===== src/rtl/memory_cycle.sv =====
// MEM pipeline stage: issues data-memory loads/stores over a req/ack handshake,
// stalls upstream while an access is outstanding and registers results for write-back.
module memory_cycle #(
  parameter int unsigned TIMEOUT = 16
) (
  input  logic        clk,
  input  logic        rst,
  input  logic        valid_in,
  input  logic [15:0] aluin,
  input  logic [15:0] bin,
  input  logic [3:0]  rdin,
  input  logic        regwrite,
  input  logic        memread,
  input  logic        memwrite,
  input  logic        memtoreg,
  output logic        mem_req,
  output logic        mem_we,
  output logic [14:0] mem_addr,
  output logic [15:0] mem_wdata,
  input  logic [15:0] mem_rdata,
  input  logic        mem_ack,
  output logic        stall,
  output logic [15:0] wbdata,
  output logic [3:0]  rdout,
  output logic        regwriteout,
  output logic        valid_out,
  output logic        fault
);

  typedef enum logic {IDLE, ACCESS} state_t;

  localparam logic [15:0] LastCount = 16'(TIMEOUT - 1);

  state_t      state_q, state_d;
  logic [15:0] count_q, count_d;
  logic        mem_req_q, mem_req_d;
  logic        mem_we_q, mem_we_d;
  logic [14:0] mem_addr_q, mem_addr_d;
  logic [15:0] mem_wdata_q, mem_wdata_d;
  logic [15:0] wbdata_q, wbdata_d;
  logic [3:0]  rdout_q, rdout_d;
  logic        regwriteout_q, regwriteout_d;
  logic        valid_out_q, valid_out_d;
  logic        fault_q, fault_d;
  logic [3:0]  rd_cap_q, rd_cap_d;
  logic        regwrite_cap_q, regwrite_cap_d;
  logic        memtoreg_cap_q, memtoreg_cap_d;
  logic [15:0] alu_cap_q, alu_cap_d;

  logic mem_op;
  logic illegal_op;

  assign mem_op     = memread | memwrite;
  assign illegal_op = (memread & memwrite) | (mem_op & aluin[0]);

  always_comb begin
    state_d        = state_q;
    count_d        = count_q;
    mem_req_d      = mem_req_q;
    mem_we_d       = mem_we_q;
    mem_addr_d     = mem_addr_q;
    mem_wdata_d    = mem_wdata_q;
    wbdata_d       = wbdata_q;
    rdout_d        = rdout_q;
    regwriteout_d  = regwriteout_q;
    valid_out_d    = 1'b0;
    fault_d        = fault_q;
    rd_cap_d       = rd_cap_q;
    regwrite_cap_d = regwrite_cap_q;
    memtoreg_cap_d = memtoreg_cap_q;
    alu_cap_d      = alu_cap_q;

    case (state_q)
      IDLE: begin
        regwriteout_d = 1'b0;
        if (valid_in) begin
          if (illegal_op) begin
            fault_d     = 1'b1;
            valid_out_d = 1'b1;
            rdout_d     = rdin;
            wbdata_d    = aluin;
          end else if (mem_op) begin
            rd_cap_d       = rdin;
            regwrite_cap_d = regwrite;
            memtoreg_cap_d = memtoreg;
            alu_cap_d      = aluin;
            mem_addr_d     = aluin[15:1];
            mem_wdata_d    = bin;
            mem_we_d       = memwrite;
            mem_req_d      = 1'b1;
            count_d        = 16'd0;
            state_d        = ACCESS;
          end else begin
            wbdata_d      = aluin;
            rdout_d       = rdin;
            regwriteout_d = regwrite;
            valid_out_d   = 1'b1;
          end
        end
      end

      ACCESS: begin
        // An ack arriving on the final counted cycle still completes the access.
        if (mem_ack) begin
          mem_req_d     = 1'b0;
          wbdata_d      = memtoreg_cap_q ? mem_rdata : alu_cap_q;
          rdout_d       = rd_cap_q;
          regwriteout_d = regwrite_cap_q;
          valid_out_d   = 1'b1;
          state_d       = IDLE;
        end else if (count_q == LastCount) begin
          mem_req_d     = 1'b0;
          fault_d       = 1'b1;
          valid_out_d   = 1'b1;
          regwriteout_d = 1'b0;
          state_d       = IDLE;
        end else begin
          count_d = count_q + 16'd1;
        end
      end

      default: state_d = IDLE;
    endcase
  end

  always_ff @(posedge clk) begin
    if (!rst) begin
      state_q        <= IDLE;
      count_q        <= 16'd0;
      mem_req_q      <= 1'b0;
      mem_we_q       <= 1'b0;
      mem_addr_q     <= 15'd0;
      mem_wdata_q    <= 16'd0;
      wbdata_q       <= 16'd0;
      rdout_q        <= 4'd0;
      regwriteout_q  <= 1'b0;
      valid_out_q    <= 1'b0;
      fault_q        <= 1'b0;
      rd_cap_q       <= 4'd0;
      regwrite_cap_q <= 1'b0;
      memtoreg_cap_q <= 1'b0;
      alu_cap_q      <= 16'd0;
    end else begin
      state_q        <= state_d;
      count_q        <= count_d;
      mem_req_q      <= mem_req_d;
      mem_we_q       <= mem_we_d;
      mem_addr_q     <= mem_addr_d;
      mem_wdata_q    <= mem_wdata_d;
      wbdata_q       <= wbdata_d;
      rdout_q        <= rdout_d;
      regwriteout_q  <= regwriteout_d;
      valid_out_q    <= valid_out_d;
      fault_q        <= fault_d;
      rd_cap_q       <= rd_cap_d;
      regwrite_cap_q <= regwrite_cap_d;
      memtoreg_cap_q <= memtoreg_cap_d;
      alu_cap_q      <= alu_cap_d;
    end
  end

  assign stall       = (state_q == ACCESS);
  assign mem_req     = mem_req_q;
  assign mem_we      = mem_we_q;
  assign mem_addr    = mem_addr_q;
  assign mem_wdata   = mem_wdata_q;
  assign wbdata      = wbdata_q;
  assign rdout       = rdout_q;
  assign regwriteout = regwriteout_q;
  assign valid_out   = valid_out_q;
  assign fault       = fault_q;

endmodule


===== config.mk =====
export PLATFORM = sky130hd
export DESIGN_NAME = memory_cycle
export DESIGN_NICKNAME = d
export VERILOG_FILES = /design/src/rtl/memory_cycle.sv
export SDC_FILE = /design/constraint.sdc
export NUM_CORES = 1
export LEC_CHECK = 0
export BUFFER_PORTS_ARGS = -buffer_cell sky130_fd_sc_hd__buf_2
export CAP_MARGIN = 20
export CELL_PAD_IN_SITES_DETAIL_PLACEMENT = 1
export CELL_PAD_IN_SITES_GLOBAL_PLACEMENT = 1
export CORE_AREA = 2 2 174 91
export CTS_BUF_LIST = sky130_fd_sc_hd__clkbuf_2
export DETAILED_ROUTE_END_ITERATION = 16
export DIE_AREA = 0 0 176 93
export PLACE_DENSITY = 0.59
export SLEW_MARGIN = 25
export SYNTH_ARGS = -nofsm -noshare
export SYNTH_HDL_FRONTEND = slang
export SYNTH_SLANG_ARGS = --single-unit

===== constraint.sdc =====
create_clock -name clk -period 1.7 [get_ports clk]
set_input_delay 0.34 -clock clk [delete_from_list [all_inputs] [get_ports clk]]
set_output_delay 0.34 -clock clk [all_outputs]
set_load 0.01 [all_outputs]

**Yosys cells after proc, flatten, opt, wreduce, memory -nomap -nowiden**

Cells that the tools add are included.

- Register bits after elaboration: 95
- Input port bits: 60
- Output and inout bits: 57

- Add/subtract/negate cells: 1
- Equal/unequal tests: 11
- Multiplexer cells: 45
- Bitwise operators: 6
- Reduce and logical (&&, ||, !) cells: 5

Operators with widths:

| operator | count |
|---|---|
| 2-to-1 mux 16 bit | 10 |
| case mux 16 bit (2 select lines) | 2 |
| 2-to-1 mux 1 bit | 23 |
| adder 16 x 1 -> 16 bit (second input constant) | 1 |
| equality test 16 x 4 -> 1 bit (second input constant) | 1 |
| 2-to-1 mux 4 bit | 4 |
| inequality test 2 bit (second input constant) | 7 |
| AND reduction 4 bit | 3 |
| case mux 1 bit (2 select lines) | 5 |
| case mux 4 bit (2 select lines) | 1 |
| AND reduction 5 bit | 1 |
| inequality test 3 x 2 -> 1 bit (second input constant) | 1 |
| inequality test 3 bit (second input constant) | 1 |
| AND reduction 3 bit | 1 |
| AND 1 bit | 2 |
| inequality test 2 x 1 -> 1 bit (second input constant) | 1 |
| NOT 1 bit | 2 |
| OR 1 bit | 2 |

**Longest topological paths before layout**

- Depth after elaboration: 6
- Mapped depth: 7
- Depth with buffers taken out: 6

**Worst setup path before layout**

No wires, ideal clock.

- Kind: register -> register
- Start: register count_q[0]
- End: register count_q[14]
- Library setup time: 70 ps
- Data arrival time: 1,707 ps
- Data required time: 1,630 ps
- Slack: -77 ps
- Stages on the path, launching flop included: 8
- Clock period less this slack: 1,777 ps
- Cells stage by stage: dfxtp_1 > ha_1 > and4b_4 > nand4_4 > nand2_2 > buf_6 > or4_1 > a21oi_1

- Cells in the longest elaborated chain, start to end: 4
- Elaborated cells on any way between the ends: 7
- Classes of those cells: 1 x add/sub; 2 x eq/ne; 3 x mux; 1 x reduce/logical

RTL lines:

| what | RTL line | text |
|---|---|---|
| start, declared | 35 | `logic [15:0] count_q, count_d;` |
| start signal, assigned | 145 | `count_q <= count_d;` |
| adder 16 x 1 -> 16 bit | 118 | `count_d = count_q + 16'd1;` |
| 2-to-1 mux 16 bit | 111 | `end else if (count_q == LastCount) begin` |
| 2-to-1 mux 16 bit | 104 | `if (mem_ack) begin` |
| case mux 16 bit (2 select lines) | 73 | `case (state_q)` |

Several ways; a longest one is shown, not always the timed one. The select of a mux whose other input is x is not followed.
A chain may end at the register's enable or synchronous reset.

**Worst setup path in the final report**

- Start: register count_q[1]
- End: register count_q[15]

The elaborated chain is that of the path after synthesis.

==> results.md <==
* Initial DRC Count at between 150 and 200
* TritonCTS clock tree: done
* Power density over cell area at approximately 710 nW/µm²
* Crit path kind: reg -> reg
* Final number of hold-violating endpoints at 0
* Distinct cells, synth at 42
* Largest net degree at the start of global routing at 32
* Setup TNS at 0 ns
* Most common flop cell mapped by yosys: dfxtp_1
* Clock insertion delay at the later pin of the skew report at 0.58 ns
* Worst slew margin at between 70% and 80%
* Number of antenna violations at the first check in global routing at 0
* Overall routed net length at ~13 mm
* Post-synthesis instance area at around 3700 µm²
* Total nets after synthesis at roughly 510
* Minimum clock period at ~1.7 ns
* Starting Density at around a quarter
* Port Buffer Count at ~120
* Final core utilization at about a third
* Critical register-to-register path endpoint: count_q[15]
* Total clock buffers created by CTS at 9
* Routed Antenna Nets at 0
* Final RePlAce weighted congestion at 0.8383
* Count of flip-flops with a built-in enable after synthesis at 0
* Async set-reset flop share out of synthesis at 0%
* R2R setup slack at a little under 0.007 ns
* Data arrival, critical path at around 2.2 ns
* Pwr Total at about 0.0037 W
* Share of post-route cells with drive strength above 1 at roughly a third
* Number of max-cap violations at 0
* Nature of the critical path endpoint: flip-flop
* Residual DRC count at 0
* Post-route fraction of the period consumed by the critical path at roughly 100%
* Startpoint of the worst register-to-register path: count_q[1]
* Layout Nets at roughly 670
* Die Wd at roughly 180 µm
* N_diodes at 0
* Portion of the post-synthesis area used by sequential elements at between 40% and 50%
* Final routed wire length divided by cell count at approximately 16 µm
* LEAKAGE at 2.133 nW
* First-pass detailed-route iteration total at 4
* Mean post-synth cell area at around 8.1 µm²
* Area growth from synthesis to layout at 40.32%
* Via density at between 4 and 5
* Global-route wire length before repair at 20.11 mm
* Die Y at a little over 90 µm
* Count of H-tree levels built during CTS at 3
* Congestion Overflow GR at 0
* Number of warnings issued by yosys at 0
* Setup Viol. Count Final at 0
* Run status: finished, final reports clean
* Via count of the first global-routing pass at ~3800
* Worst Reg2Reg Path Length in Cells at 6
* Worst endpoint required time at about 2.2 ns
* Row cnt at 32
* Die area at between 15000 and 20000 µm²
* Slew Viols, Final at 0
* Slew @ Worst Pin at around 0.4 ns
* Final setup skew at between 0.03 and 0.04 ns
* Worst hold start: rst
* HPWL after detailed placement at 9.003 mm
* Number of clock sinks at 80
* Unrepaired setup endpoints after global routing: true
* Core footprint at 14930 µm²
* Synth Instances at between 400 and 500
* Hold Path Depth at 2
* Clk Tree Root Cell: clkbuf_2
* Post-synthesis register bit count at 80
* Type of the tightest min-delay check: in -> reg
* Total vias in the final route at approximately 3800
* Maximum net fanout on the critical path at 5
* Peak clock frequency supported by timing at around 600 MHz
* Boundary Pins at approximately 120
* Clock-pin slew reported for the worst setup and hold paths after clock tree synthesis at between 0.2 and 0.3 ns
* Global-route usage over all layers at ~16%
* Endpoint of the worst hold path: count_q[5]
* Worst voltage drop across the vdd grid at between 0.2 and 0.25 mV
* Critical path launch point type: flip-flop
* Clock buffer depth at 2
==> registers in the layout, summed over array words and instances (netlist names) <==
| name | count |
|---|---|
| stall | 1 |
| mem_addr | 15 |
| valid_out | 1 |
| regwrite_cap_q | 1 |
| rd_cap_q | 4 |
| regwriteout | 1 |
| fault | 1 |
| mem_req | 1 |
| mem_we | 1 |
| mem_wdata | 16 |
| alu_cap_q | 1 |
| rdout | 4 |
| memtoreg_cap_q | 1 |
| wbdata | 16 |
| count_q | 16 |
==> cell families (layout without fill, tap and decap cells) <==
family / count (synthesis) / count (layout) / share of synthesized area (%)
xor+xnor: 1 / 1 / 0.2399
compound gates: 113 / 113 / 18.98
buf+inv: 50 / 209 / 7.331
simple gates: 186 / 186 / 23.50
flops: 80 / 80 / 43.85
mux: 20 / 20 / 5.481
fa+ha+maj: 2 / 2 / 0.6166
==> worst max-delay path by stage <==
stage                  end  depth (start not counted)        start
2_1_floorplan  count_q[14]                          7   count_q[1]
3_3_place_gp   count_q[15]                          6   count_q[1]
3_5_place_dp      rdout[3]                          7     memwrite
4_1_cts        count_q[14]                          6   count_q[5]
5_1_grt        count_q[15]                          7  count_q[15]
6_report       count_q[15]                          6   count_q[1]
==> cell usage after synthesis, types with 2 or more instances <==
master | n | area (µm²)
o21a_1 | 3 | 22.52
nor2_1 | 14 | 52.55
o21ai_2 | 2 | 17.52
a31oi_1 | 3 | 18.77
nand3_1 | 20 | 100.1
a221oi_1 | 2 | 17.52
a211oi_1 | 4 | 30.03
o211a_1 | 8 | 80.08
or4_1 | 2 | 15.01
and3_1 | 4 | 25.02
o21ai_0 | 8 | 40.04
inv_1 | 2 | 7.510
buf_4 | 15 | 112.6
clkbuf_1 | 17 | 63.81
and4_1 | 2 | 17.52
nand2_1 | 121 | 454.2
nor3_1 | 9 | 45.04
a21oi_1 | 64 | 320.3
dfxtp_1 | 80 | 1602
buf_2 | 13 | 65.06
o211ai_1 | 16 | 120.1
mux2i_1 | 20 | 200.2
nand4_1 | 4 | 25.02
==> cell type report <==
| cell class | count | area, µm² |
|---|---|---|
| fillers | 1816 | 9809 |
| inverters | 3 | 11.26 |
| multi-input cells | 322 | 1834 |
| repair buffers | 190 | 1304 |
| clock inverters | 7 | 53.80 |
| flip-flops and latches | 80 | 1622 |
| clock buffers | 9 | 45.04 |
| well taps | 204 | 255.2 |
==> layout by cell type, fill, tap and decap left out, types with 3 or more instances in the layout <==
cell type / n
o21a_1: 3
inv_6: 3
buf_4: 31
a31oi_1: 3
clkbuf_2: 9
a211oi_1: 4
a21oi_1: 63
nor3_1: 8
buf_12: 6
o211ai_1: 16
o211a_1: 8
dfxtp_2: 7
o21ai_0: 7
dfxtp_4: 3
and3_1: 3
nand2_1: 121
buf_2: 116
dfxtp_1: 70
mux2i_1: 20
nand4_1: 4
nor2_1: 14
dlygate4sd3_1: 37
nand3_1: 19
==> routing by layer <==
layer | global-route usage [%] | up-vias | share of wire, %
li1 | - | 1864 | -
met1 | 22.34 | 1809 | 53
met2 | 23.75 | 85 | 42
met3 | 3.780 | 10 | 5.1
met4 | 3.512 | 0 | 0.75
met5 | 0 | - | 0
==> repair_timing <==
item                                   CTS  global route
endpoints found under the hold margin   37             0
setup buffers                            1             4
pin swaps                                2             6
setup endpoints to repair                2            16
hold buffers                            37             0
gates resized for setup                  3            20
==> per-stage QoR <==
stage	instances	instance area [µm²]	setup WS, ns	hold slack [ns]
global placement	757	4547	0.05314	0.4361
CTS	811	5035	0.009961	0.02902
detailed placement	757	4547	0.02574	0.4433
floorplan	452	3657	0.008224	0.4360
finish	815	5125	0.006746	0.08861
global route	815	5125	-0.07431	0.01702
==> report_power, final <==
| part | switching (W) | total, W | internal, W |
|---|---|---|---|
| logic | 0.000358 | 0.000673 | 0.000315 |
| registers | 0.0000502 | 0.00201 | 0.00196 |
| clock network | 0.000763 | 0.000969 | 0.000206 |
==> worst max-delay path, cell delays in order (launching register included) <==
cell     delay, ns
dfxtp_4       0.42
ha_4          0.16
and4b_4       0.20
nand4_4       0.10
nand2_4       0.07
or4_1         0.50
a21oi_1       0.17
Power figures use the tool's default switching activity.
